--- config.mk ---
export PLATFORM = sky130hd
export DESIGN_NAME = host_mem_bridge
export DESIGN_NICKNAME = d
export VERILOG_FILES = /design/src/rtl/host_mem_bridge_pkg.sv /design/src/rtl/host_mem_bridge_page_mapper.sv /design/src/rtl/host_mem_bridge.sv
export SDC_FILE = /design/constraint.sdc
export NUM_CORES = 1
export LEC_CHECK = 0
export ABC_AREA = 1
export BUFFER_PORTS_ARGS = -buffer_cell sky130_fd_sc_hd__buf_2
export CAP_MARGIN = 20
export CORE_AREA = 2 2 163 165
export DETAILED_ROUTE_END_ITERATION = 8
export DIE_AREA = 0 0 165 167
export PLACE_DENSITY = 0.66
export SYNTH_ARGS = -nofsm -noshare
export SYNTH_HDL_FRONTEND = slang
export SYNTH_SLANG_ARGS = --single-unit
--- constraint.sdc ---
create_clock -name clk -period 1.79 [get_ports clk]
set_input_delay 0 -clock clk [delete_from_list [all_inputs] [get_ports clk]]
set_output_delay 0 -clock clk [all_outputs]
set_load 0.005 [all_outputs]
--- src/rtl/host_mem_bridge_pkg.sv ---
// Shared definitions for the host-to-SRAM bridge: FSM encoding, bus-buffer polarities, defaults.
// Latency: n/a (package only).
// Backpressure: n/a (package only).
package host_mem_bridge_pkg;

  typedef enum logic [2:0] {
    ST_IDLE       = 3'd0,
    ST_DECODE     = 3'd1,
    ST_RD_WAIT    = 3'd2,
    ST_RD_DRIVE   = 3'd3,
    ST_WR_COLLECT = 3'd4,
    ST_WR_PULSE   = 3'd5,
    ST_REG_ACC    = 3'd6,
    ST_HOLD       = 3'd7
  } state_t;

  // LVC245A: DIR low drives the host side, OE is active-low.
  localparam logic DIR_TO_HOST   = 1'b0;
  localparam logic DIR_FROM_HOST = 1'b1;
  localparam logic BUF_ON        = 1'b0;
  localparam logic BUF_OFF       = 1'b1;

  localparam logic [7:0]  DEF_MAP_MASK    = 8'hE4;
  localparam logic [15:0] DEF_MAPPER_BASE = 16'h4000;

  // Byte-lane enable for a host byte address: odd address is the low byte.
  function automatic logic [1:0] lane_be(input logic odd);
    return odd ? 2'b01 : 2'b10;
  endfunction

endpackage

--- src/rtl/host_mem_bridge_page_mapper.sv ---
// Mapper register file: 2^PAGE_BITS 8-bit page registers, [7] = read-only, [BANK_W-1:0] = bank.
// Latency: combinational read, write takes effect on the next clock.
// Backpressure: none; a write strobe is always accepted.
// Ports: clk/reset, i_wr_en/i_wr_idx/i_wr_dat write port, i_rd_idx -> o_rd_dat/o_bank/o_ro read port.
module page_mapper #(
  parameter int PAGE_BITS = 4,
  parameter int BANK_W    = 7
) (
  input  logic                 clk,
  input  logic                 reset,
  input  logic                 i_wr_en,
  input  logic [PAGE_BITS-1:0] i_wr_idx,
  input  logic [7:0]           i_wr_dat,
  input  logic [PAGE_BITS-1:0] i_rd_idx,
  output logic [7:0]           o_rd_dat,
  output logic [BANK_W-1:0]    o_bank,
  output logic                 o_ro
);

  localparam int NREG = 2 ** PAGE_BITS;

  logic [7:0] r_regs [NREG];

  // Reset to the identity map so the host sees flat memory until it reprograms pages.
  always_ff @(posedge clk or negedge reset) begin
    if (!reset) begin
      for (int n = 0; n < NREG; n++) r_regs[n] <= 8'(n);
    end else if (i_wr_en) begin
      r_regs[i_wr_idx] <= i_wr_dat;
    end
  end

  assign o_rd_dat = r_regs[i_rd_idx];
  assign o_bank   = o_rd_dat[BANK_W-1:0];
  assign o_ro     = o_rd_dat[7];

endmodule

--- src/rtl/host_mem_bridge.sv ---
// Bridges an 8-bit host memory bus to a 16-bit SRAM through a paged mapper, with a mapper register window.
// Latency: address strobe -> DECODE 1 clk, SRAM read RD_WAIT clks, write pulse WR_WAIT clks after i_we rises.
// Backpressure: none; the host bus is level-timed, i_memen high aborts any cycle except a started write pulse.
// Ports: clk/reset; host side i_addr_valid/i_addr/i_memen/i_dbin/i_we/i_map_en/i_data_bus/o_data_bus,
//        buffer o_dbdir/o_rdbena; SRAM side o_sram_address/i_sram_data/o_sram_data/o_sram_data_out_en/
//        o_sram_be/RAMCS/RAMOE/RAMWE; o_state for debug.
module host_mem_bridge
  import host_mem_bridge_pkg::*;
#(
  parameter int          PAGE_BITS   = 4,
  parameter int          BANK_W      = 7,
  parameter int          RD_WAIT     = 1,
  parameter int          WR_WAIT     = 1,
  parameter logic [7:0]  MAP_MASK    = DEF_MAP_MASK,
  parameter logic [15:0] MAPPER_BASE = DEF_MAPPER_BASE,
  localparam int         SRAM_AW     = BANK_W + 15 - PAGE_BITS
) (
  input  logic               clk,
  input  logic               reset,
  input  logic               i_addr_valid,
  input  logic [15:0]        i_addr,
  input  logic               i_memen,
  input  logic               i_dbin,
  input  logic               i_we,
  input  logic               i_map_en,
  input  logic [7:0]         i_data_bus,
  output logic [7:0]         o_data_bus,
  output logic               o_dbdir,
  output logic               o_rdbena,
  output logic [SRAM_AW-1:0] o_sram_address,
  input  logic [15:0]        i_sram_data,
  output logic [15:0]        o_sram_data,
  output logic               o_sram_data_out_en,
  output logic [1:0]         o_sram_be,
  output logic               RAMCS,
  output logic               RAMOE,
  output logic               RAMWE,
  output logic [2:0]         o_state
);

  state_t               r_state;
  logic [15:0]          r_addr;
  logic [7:0]           r_cnt;
  logic                 r_we_prev;
  logic                 r_is_read;
  logic                 r_ro;
  logic [7:0]           r_wbyte;
  logic [7:0]           r_data_bus;
  logic                 r_dbdir;
  logic                 r_rdbena;
  logic                 r_ramcs;
  logic                 r_ramoe;
  logic                 r_ramwe;
  logic                 r_sram_out_en;
  logic [1:0]           r_sram_be;
  logic [SRAM_AW-1:0]   r_sram_address;
  logic [15:0]          r_sram_data;

  logic [16:0]          w_off;
  logic                 w_map_hit;
  logic                 w_sram_hit;
  logic [PAGE_BITS-1:0] w_map_idx;
  logic [7:0]           w_map_rd_dat;
  logic [BANK_W-1:0]    w_bank;
  logic                 w_map_ro;
  logic                 w_map_we;
  logic                 w_we_rise;
  logic [SRAM_AW-1:0]   w_addr_map;
  logic [SRAM_AW-1:0]   w_addr_flat;

  // 17-bit subtraction: addresses below the window wrap to a large value and miss.
  assign w_off       = {1'b0, r_addr} - {1'b0, MAPPER_BASE};
  assign w_map_hit   = i_map_en && (w_off < 17'(2 ** PAGE_BITS));
  assign w_sram_hit  = MAP_MASK[r_addr[15:13]];
  // One read port serves both the register window and the page lookup.
  assign w_map_idx   = w_map_hit ? w_off[PAGE_BITS-1:0] : r_addr[15 -: PAGE_BITS];
  assign w_addr_map  = {w_bank, r_addr[15-PAGE_BITS:1]};
  assign w_addr_flat = SRAM_AW'(r_addr[15:1]);
  assign w_we_rise   = i_we && !r_we_prev;
  assign w_map_we    = (r_state == ST_REG_ACC) && !r_is_read && !i_memen && w_we_rise;

  page_mapper #(
    .PAGE_BITS (PAGE_BITS),
    .BANK_W    (BANK_W)
  ) u_page_mapper (
    .clk      (clk),
    .reset    (reset),
    .i_wr_en  (w_map_we),
    .i_wr_idx (w_off[PAGE_BITS-1:0]),
    .i_wr_dat (r_wbyte),
    .i_rd_idx (w_map_idx),
    .o_rd_dat (w_map_rd_dat),
    .o_bank   (w_bank),
    .o_ro     (w_map_ro)
  );

  always_ff @(posedge clk or negedge reset) begin
    if (!reset) begin
      r_state        <= ST_IDLE;
      r_addr         <= '0;
      r_cnt          <= '0;
      r_we_prev      <= 1'b1;
      r_is_read      <= 1'b0;
      r_ro           <= 1'b0;
      r_wbyte        <= '0;
      r_data_bus     <= '0;
      r_dbdir        <= DIR_FROM_HOST;
      r_rdbena       <= BUF_OFF;
      r_ramcs        <= 1'b1;
      r_ramoe        <= 1'b1;
      r_ramwe        <= 1'b1;
      r_sram_out_en  <= 1'b0;
      r_sram_be      <= 2'b00;
      r_sram_address <= '0;
      r_sram_data    <= '0;
    end else begin
      r_we_prev <= i_we;
      case (r_state)
        ST_IDLE: begin
          if (i_addr_valid && !i_memen) begin
            r_addr  <= i_addr;
            r_state <= ST_DECODE;
          end
        end

        ST_DECODE: begin
          if (i_memen) begin
            r_state <= ST_IDLE;
          end else if (w_map_hit) begin
            r_state    <= ST_REG_ACC;
            r_is_read  <= i_dbin;
            r_rdbena   <= BUF_ON;
            r_dbdir    <= i_dbin ? DIR_TO_HOST : DIR_FROM_HOST;
            r_data_bus <= i_dbin ? w_map_rd_dat : 8'h00;
          end else if (w_sram_hit) begin
            r_sram_address <= i_map_en ? w_addr_map : w_addr_flat;
            r_ro           <= i_map_en && w_map_ro;
            if (i_dbin) begin
              r_state <= ST_RD_WAIT;
              r_ramcs <= 1'b0;
              r_ramoe <= 1'b0;
              r_cnt   <= 8'(RD_WAIT - 1);
            end else begin
              r_state  <= ST_WR_COLLECT;
              r_rdbena <= BUF_ON;
              r_dbdir  <= DIR_FROM_HOST;
            end
          end else begin
            r_state <= ST_HOLD;
          end
        end

        ST_RD_WAIT: begin
          if (i_memen) begin
            r_state <= ST_IDLE;
            r_ramcs <= 1'b1;
            r_ramoe <= 1'b1;
          end else if (r_cnt == 8'd0) begin
            r_state    <= ST_RD_DRIVE;
            r_ramcs    <= 1'b1;
            r_ramoe    <= 1'b1;
            r_data_bus <= r_addr[0] ? i_sram_data[7:0] : i_sram_data[15:8];
            r_dbdir    <= DIR_TO_HOST;
            r_rdbena   <= BUF_ON;
          end else begin
            r_cnt <= r_cnt - 8'd1;
          end
        end

        ST_RD_DRIVE: begin
          if (i_memen || !i_dbin) begin
            r_state    <= ST_IDLE;
            r_dbdir    <= DIR_FROM_HOST;
            r_rdbena   <= BUF_OFF;
            r_data_bus <= 8'h00;
          end
        end

        ST_WR_COLLECT: begin
          if (i_memen) begin
            r_state  <= ST_IDLE;
            r_rdbena <= BUF_OFF;
          end else if (!i_we) begin
            r_wbyte <= i_data_bus;
          end else if (w_we_rise) begin
            // Committed from here: the pulse runs its full length even if the host aborts.
            r_state       <= ST_WR_PULSE;
            r_rdbena      <= BUF_OFF;
            r_ramcs       <= 1'b0;
            r_ramwe       <= r_ro;
            r_sram_out_en <= 1'b1;
            r_sram_be     <= lane_be(r_addr[0]);
            r_sram_data   <= {r_wbyte, r_wbyte};
            r_cnt         <= 8'(WR_WAIT - 1);
          end
        end

        ST_WR_PULSE: begin
          if (r_cnt == 8'd0) begin
            r_state       <= ST_HOLD;
            r_ramcs       <= 1'b1;
            r_ramwe       <= 1'b1;
            r_sram_out_en <= 1'b0;
            r_sram_be     <= 2'b00;
          end else begin
            r_cnt <= r_cnt - 8'd1;
          end
        end

        ST_REG_ACC: begin
          if (i_memen || (r_is_read && !i_dbin)) begin
            r_state    <= ST_IDLE;
            r_dbdir    <= DIR_FROM_HOST;
            r_rdbena   <= BUF_OFF;
            r_data_bus <= 8'h00;
          end else if (!r_is_read) begin
            if (!i_we) begin
              r_wbyte <= i_data_bus;
            end else if (w_we_rise) begin
              r_state  <= ST_HOLD;
              r_rdbena <= BUF_OFF;
            end
          end
        end

        ST_HOLD: begin
          if (i_memen) r_state <= ST_IDLE;
        end

        default: r_state <= ST_IDLE;
      endcase
    end
  end

  // The host never sees stale data while the buffer points toward the bridge.
  assign o_data_bus         = (r_dbdir == DIR_FROM_HOST) ? 8'h00 : r_data_bus;
  assign o_dbdir            = r_dbdir;
  assign o_rdbena           = r_rdbena;
  assign o_sram_address     = r_sram_address;
  assign o_sram_data        = r_sram_data;
  assign o_sram_data_out_en = r_sram_out_en;
  assign o_sram_be          = r_sram_be;
  assign RAMCS              = r_ramcs;
  assign RAMOE              = r_ramoe;
  assign RAMWE              = r_ramwe;
  assign o_state            = r_state;

endmodule

==> impl_metrics.py, run 1 <==
metrics = {
    "run_status": {
        "status": "finished, violations left",
        "violations": "negative setup slack",
    },
    "sta": {
        "finalHoldViolCount": 0,
        "max_freq_ghz": 0.489,
        "slew_headroom": 0.693,
        "setup_tns_ns": -3.54,
        "maxSlewViolCount": 0,
        "finClkSkew_ns": 0.0141,
        "rsz0062_at_grt": "yes",
        "min_period_ns": 2.04,
        "timing.final.crit_share": 1.14,
        "fin_ws_ns": -0.253,
        "tightest_slew_ns": 0.461,
        "finalSetupViolations": 32,
    },
    "critical_path": {
        "r2r-start": "r_addr[7]",
        "path_buf_inv": 4,
        "worst_path_max_delay_cell": "dfrtp_1",
        "crit_path_max_fanout": 6,
        "cp.arrival_ns": 2.45,
        "crit_family": "simple AND/OR/NAND/NOR gates",
        "crit_required_ns": 2.19,
        "cp-end-kind": "flop",
        "path_cells": "nor2_1 -> nand2_2 -> nor2_4 -> buf_6 -> nand3_4 -> nand2_4 -> buf_6 -> buf_8 -> nand3_2 -> nand3_2 -> nand3_2 -> buf_6 -> nand2_2 -> nand2_1 -> nand2_1 -> nand2_1",
        "r2r-end": "o_sram_address[14]",
        "max_stage_delay_ns": 0.37,
        "critical_path_class": "reg -> reg",
        "reg2reg_depth": 16,
        "critPathLaunchType": "flop",
        "reg2reg_setup_slack_ns": -0.25,
    },
    "pwr": {
        "sw_frac_of_total": 0.407,
        "leakage_nw": 6.71,
        "power.internal_mw": 13.0,
        "switchingPower_mw": 8.93,
        "p_clk_frac": 0.229,
        "sequentialPowerShare": 0.285,
        "p_per_area_nw_per_um2": 1500,
        "peakVddDrop_uv": 1120,
        "power_frac_comb": 0.486,
        "power.total_mw": 22.0,
    },
    "min_path": {
        "hold_path_end": "r_data_bus[6]",
        "hold_class": "in -> reg",
        "whs_path_depth": 5,
        "worstHoldStart": "i_sram_data[6]",
    },
    "place": {
        "gp_congestion": 0.953,
        "io_buffer_count": 99,
        "dp_hpwl_mm": 21.1,
    },
    "routing": {
        "wl_per_cell_microns": 18.4,
        "routed_wl_mm": 34.1,
        "vias": 9961,
        "drt-vias-per-instance": 5.40,
        "first_pass_iters": 6,
        "dr.first_iter.drc_count": 1172,
        "drc": 0,
        "final_antenna_net_count": 0,
    },
    "synth": {
        "ys_warn_count": 0,
        "ys_ff_latch": 208,
        "synthDistinctLibCells": 39,
        "synth_area_sq_um": 10100,
        "syn_avg_cell_area_sq_um": 8.13,
        "seq_area_frac_synth": 0.519,
        "synth_nets": 1294,
        "syn_inst": 1245,
    },
    "clocking": {
        "cts.sinks": 208,
        "clock_latency_ns": 0.52,
        "clk_path_buf_depth": 3,
        "cts.clk_slew.worst_paths_ns": 0.06,
        "htree_num_levels": 1,
        "cts-root-buf": "clkbuf_16",
        "cts_tree": "built",
        "cts_buffers": 24,
    },
    "cells_and_area": {
        "antenna_cells": 0,
        "fillers": 2170,
        "seqCellArea_sq_um": 5250,
        "final_common_cell": "nand2_1",
        "layout_common_cells": "302 x nand2_1, 169 x dfrtp_1, 141 x o21ai_0",
        "drive_above_1_share": 0.367,
        "syn_to_final_growth_pct": 44.2,
        "fin_nets": 1542,
        "multi_input_area_sq_um": 5180,
    },
    "global_route": {
        "grt_pass1_wl_mm": 51.6,
        "grt_pass1_vias": 9506,
        "grt_max_degree": 51,
        "antenna_found_initial": 0,
        "grt_overflow": 0,
        "track_usage": 0.235,
    },
    "floorplan": {
        "die_h_microns": 167,
        "fp.dieW_microns": 165,
        "die-area_sq_um": 27600,
        "coreArea_sq_um": 25800,
        "core.rowCount": 59,
        "initial_core_util": 0.393,
        "io_pins": 100,
    },
    "job": {
        "drv_cap": 0,
    },
}
[layout make-up]
type	count	area share
Clock buffer	39	0.0498
Clock inverter	5	0.00591
Inverter	76	0.0209
Multi-Input combinational cell	883	0.354
Sequential cell	208	0.360
Tap cell	335	0.0287
Timing Repair Buffer	299	0.180
Timing Repair inverter	1	0.000343
[routing by layer]
metal,vias up,track usage,part of all wire
li1,4630,-,-
met1,4796,0.333,0.42
met2,461,0.378,0.47
met3,74,0.0344,0.078
met4,0,0.0575,0.029
met5,-,0,0
[power by group through the flow]
stage	sequential, mW	combinational [mW]	clock (mW)
after detailed placement	6.29	8.14	0
after floorplan	6.25	4.58	0
after CTS	6.22	9.41	5.08
after global placement	6.28	8.05	0
after global routing	6.36	11.5	5.27
final	6.26	10.7	5.02
[tightest hold or removal path, cell delays in order]
cell and delay, ns:
buf_2 0.10, nand2_1 0.05, a21oi_1 0.07, nor2_2 0.19
a21oi_2 0.07
[metrics by stage]
step	instance area (sq um)	hold WS (ns)	utilization	cells	worst slack (ns)
6_report	14600	0.00433	0.567	1846	-0.253
5_1_grt	14600	0.0201	0.567	1846	-0.328
4_1_cts	13700	0.00120	0.533	1828	-0.205
3_5_place_dp	11800	-0.00571	0.456	1728	-0.254
3_3_place_gp	11800	-0.0128	0.456	1728	-0.252
2_1_floorplan	10100	-0.296	-	1245	-0.0239
[worst max path at each step]
stage               start            endpoint  slack, ns  cells after the start
3_5_place_dp   r_addr[11]  o_sram_address[11]      -0.25                     14
6_report        r_addr[7]  o_sram_address[14]      -0.25                     16
2_1_floorplan    r_cnt[3]       r_data_bus[5]      -0.02                      9
5_1_grt        r_addr[15]       r_data_bus[4]      -0.33                     13
4_1_cts         r_addr[8]  o_sram_address[12]      -0.20                     16
3_3_place_gp   r_addr[11]  o_sram_address[11]      -0.25                     14
[synthesized netlist by cell type]
library cell	count	share of area
a211oi_1	1	0.00074
a21oi_1	40	0.020
a21oi_2	2	0.0017
a22oi_1	1	0.00074
buf_1	3	0.0011
buf_2	10	0.0049
buf_4	14	0.010
buf_6	11	0.012
clkbuf_1	41	0.015
clkinv_1	2	0.00074
dfrtp_1	170	0.42
dfstp_2	38	0.099
ha_1	2	0.0025
inv_1	66	0.024
inv_2	8	0.0030
nand2_1	330	0.12
nand2_2	5	0.0031
nand2_4	1	0.0011
nand3_1	195	0.096
nand3_2	5	0.0049
nand4_1	13	0.0080
nor2_1	64	0.024
nor2_2	3	0.0019
nor2_4	2	0.0022
nor3_1	8	0.0040
nor3_2	3	0.0030
nor3b_1	1	0.00074
nor4_1	2	0.0012
nor4_4	3	0.0063
o2111ai_1	2	0.0017
o211ai_1	2	0.0015
o21ai_0	168	0.083
o21ai_1	17	0.0084
o21ai_2	1	0.00087
o21ai_4	1	0.0016
o22a_1	1	0.00087
o31ai_1	2	0.0015
or2_2	3	0.0019
xor2_1	4	0.0035
[sequential cells by signal, summed over array words and instances (netlist names), 2 cells and up]
name and flops:
r_cnt 8, o_sram_be 2, u_page_mapper.r_regs 128, r_addr 16, o_sram_address 18, r_wbyte 8, o_sram_data 8, o_state 3
r_data_bus 8
[cell families (layout without fill, tap and decap cells)]
logic type / Yosys count / count (layout) / share of synthesized area
AO/OA/AOI/OAI: 238 / 238 / 0.122
AND/OR/NAND/NOR: 638 / 639 / 0.281
XOR/XNOR: 4 / 4 / 0.00346
adder cells (fa/ha/maj): 2 / 2 / 0.00247
buffers and inverters: 155 / 420 / 0.0720
flip-flops: 208 / 208 / 0.519
[what timing repair did]
action,4_1_cts,5_1_grt
cloned,5,9
endpoints found under the setup margin,113,128
resized for setup,121,194
hold buffers,43,0
pin swaps,53,54
hold endpoints to repair,217,0
buffers inserted,8,10
Note: power is estimated with default switching activity, not from simulation.
==> run 2, diff against run 1 <==
Settings changed: CORE_AREA 2 2 163 165 to 5 5 166 168, CTS_CLUSTER_DIAMETER from default to 120, DIE_AREA 0 0 165 167 to 0 0 171 173, PLACE_DENSITY 0.66 to 0.64.
Clock period 1.79 ns to 2.33 ns, I/O delays scaled along.
==> run 2 against run 1 <==
  * The flow now finishes without violations
  * Final area shrank 16%
  * Sequential cell count is the same
  * Via count shrank 8.8%
  * Largest cell class unchanged
  * Global-route usage shrank 4.3 points
  * Clock skew grew 0.0039 ns
  * Total power shrank 37%
  * Cell count shrank 6.8%
  * Die area grew 7.4%
  * Sequential share of layout area grew 7.1 points
  * Largest power group unchanged
  * Highest routed layer is now met5
  * Non-clock buffer count shrank 120
==> impl_metrics.py, run 2 (synthesis gave the netlist of run 1 again) <==
metrics = {
    "critical_path": {
        "reg2reg_setup_slack_ns": 0.21,
        "critical_path_class": "reg -> reg",
        "cp.arrival_ns": 2.51,
        "critPathLaunchType": "flop",
        "cp-end-kind": "flop",
        "r2r-end": "o_sram_address[13]",
        "crit_path_max_fanout": 32,
        "reg2reg_depth": 13,
        "r2r-start": "r_addr[6]",
        "crit_required_ns": 2.72,
    },
    "cells_and_area": {
        "syn_to_final_growth_pct": 20.5,
        "finalNonFillerCells": 1720,
        "final_core_util": 0.474,
        "fillers": 2517,
        "layout_common_cells": "328 x nand2_1, 194 x nand3_1, 170 x dfrtp_1",
        "largest_register_ff_count": 128,
        "antenna_cells": 0,
        "drive_above_1_share": 0.181,
        "multi_input_area_sq_um": 4170,
        "fin_nets": 1418,
        "seqCellArea_sq_um": 5250,
        "top_register": "u_page_mapper.r_regs",
        "final_common_cell": "nand2_1",
    },
    "sta": {
        "finalSetupViolations": 0,
        "finClkSkew_ns": 0.0180,
        "setup_tns_ns": 0,
        "tightest_slew_ns": 0.710,
        "maxSlewViolCount": 0,
        "finalHoldViolCount": 0,
        "min_period_ns": 2.12,
        "rsz0062_at_grt": "no",
        "slew_headroom": 0.526,
        "timing.final.crit_share": 0.910,
        "max_freq_ghz": 0.472,
        "hold_slack_ns": 0.0281,
    },
    "pwr": {
        "peakVddDrop_uv": 768,
        "p_per_area_nw_per_um2": 1140,
        "power.total_mw": 13.9,
        "leakage_nw": 5.62,
    },
    "min_path": {
        "whs_path_depth": 5,
        "hold_path_end": "r_data_bus[6]",
        "worstHoldStart": "i_sram_data[6]",
        "hold_class": "in -> reg",
    },
    "routing": {
        "final_antenna_net_count": 0,
        "drt-vias-per-instance": 5.28,
        "vias": 9089,
        "first_pass_iters": 5,
        "routed_wl_mm": 29.1,
        "drc": 0,
        "wl_per_cell_microns": 16.9,
        "dr.first_iter.drc_count": 891,
    },
    "place": {
        "dp_cells": 1637,
        "gp_congestion": 0.900,
        "io_buffer_count": 99,
        "dp_hpwl_mm": 19.1,
    },
    "clocking": {
        "htree_num_levels": 1,
        "clk_path_buf_depth": 3,
        "cts-root-buf": "clkbuf_16",
        "cts_buffers": 22,
        "cts.sinks": 208,
        "post_cts_buffers": 0,
        "cts_tree": "built",
        "clock_latency_ns": 0.52,
        "cts.clk_slew.worst_paths_ns": 0.06,
    },
    "global_route": {
        "grt_max_degree": 78,
        "grt_util_met2": 0.309,
        "grt_pass1_vias": 8817,
        "antenna_found_initial": 0,
        "grt_overflow": 0,
        "track_usage": 0.192,
        "grtUsageMet3": 0.0265,
        "grt_pass1_wl_mm": 46.7,
        "grtUsageMet1": 0.269,
        "top_usage_layer": "met2",
    },
    "floorplan": {
        "fp.dieW_microns": 171,
        "die_h_microns": 173,
        "io_pins": 100,
        "core.rowCount": 59,
        "initial_core_util": 0.393,
        "coreArea_sq_um": 25800,
        "die-area_sq_um": 29600,
    },
    "run_status": {
        "status": "completed",
    },
    "job": {
        "drv_cap": 0,
    },
}
## run 2: cell types whose count changed in the layout (fill, tap and decap cells not counted), moves of 13 or more
| cell | before | now |
|---|---|---|
| o21ai_0 | 141 | 168 |
| nand3_4 | 18 | 1 |
| buf_6 | 34 | 0 |
| nand2_1 | 302 | 328 |
| nor2_1 | 44 | 64 |
| nor2_2 | 14 | 1 |
| nand2_2 | 26 | 7 |
| o21ai_1 | 33 | 17 |
| buf_4 | 94 | 30 |
| nand3_1 | 88 | 194 |
| nand3_2 | 94 | 5 |
## run 2: routing by layer
| metal | vias up | share of wire |
|---|---|---|
| met4 | 2 | 0.025 |
| met2 | 316 | 0.46 |
| met5 | - | 0.0016 |
| met1 | 4340 | 0.46 |
| li1 | 4376 | - |
| met3 | 55 | 0.056 |
## run 2: stage by stage
stage	area, sq um	worst slack [ns]
CTS	12100	0.113
global route	12200	0.00369
detailed placement	11000	0.145
global placement	11000	0.187
floorplan	10100	0.476
finish	12200	0.210
## run 2: worst max-delay path by stage
stage / from / end / slack [ns]
after floorplan: r_cnt[0] / r_data_bus[5] / 0.48
after global placement: r_addr[12] / o_sram_address[11] / 0.19
after detailed placement: r_addr[6] / o_sram_address[11] / 0.15
after CTS: r_addr[5] / o_sram_address[11] / 0.11
after global routing: o_state[1] / u_page_mapper.r_regs[67] / 0.004
final: r_addr[6] / o_sram_address[13] / 0.21
## run 2: power by group
part | switching, mW | internal (mW)
clock | 1.46 | 2.19
combinational | 3.61 | 1.77
sequential | 0.477 | 4.35
total | 5.55 | 8.31
## run 2: worst max-delay path: stages, from the launching register on
cell and delay [ns]:
dfrtp_1 0.40, inv_1 0.10, nand3_1 0.11, nor2_4 0.18
nand3_1 0.11, nand2_2 0.14, buf_12 0.22, nand3_1 0.11
nand3_1 0.12, nand3_1 0.17, nand2_1 0.17, nand2_1 0.07
nand2_1 0.06, nand2_1 0.04
## run 2: what timing repair did
action / 4_1_cts / 5_1_grt
endpoints found under the setup margin: 0 / 7
hold endpoints to repair: 116 / 0
hold buffers: 42 / 0
gates resized for setup: 0 / 9
## run 2: cell type report
| type | count | area share |
|---|---|---|
| tap | 335 | 0.0343 |
| sequential | 208 | 0.430 |
| multi-input combinational | 882 | 0.342 |
| inverter | 76 | 0.0236 |
| clock buffer | 35 | 0.0548 |
| clock inverter | 5 | 0.00707 |
| timing repair buffer | 179 | 0.108 |
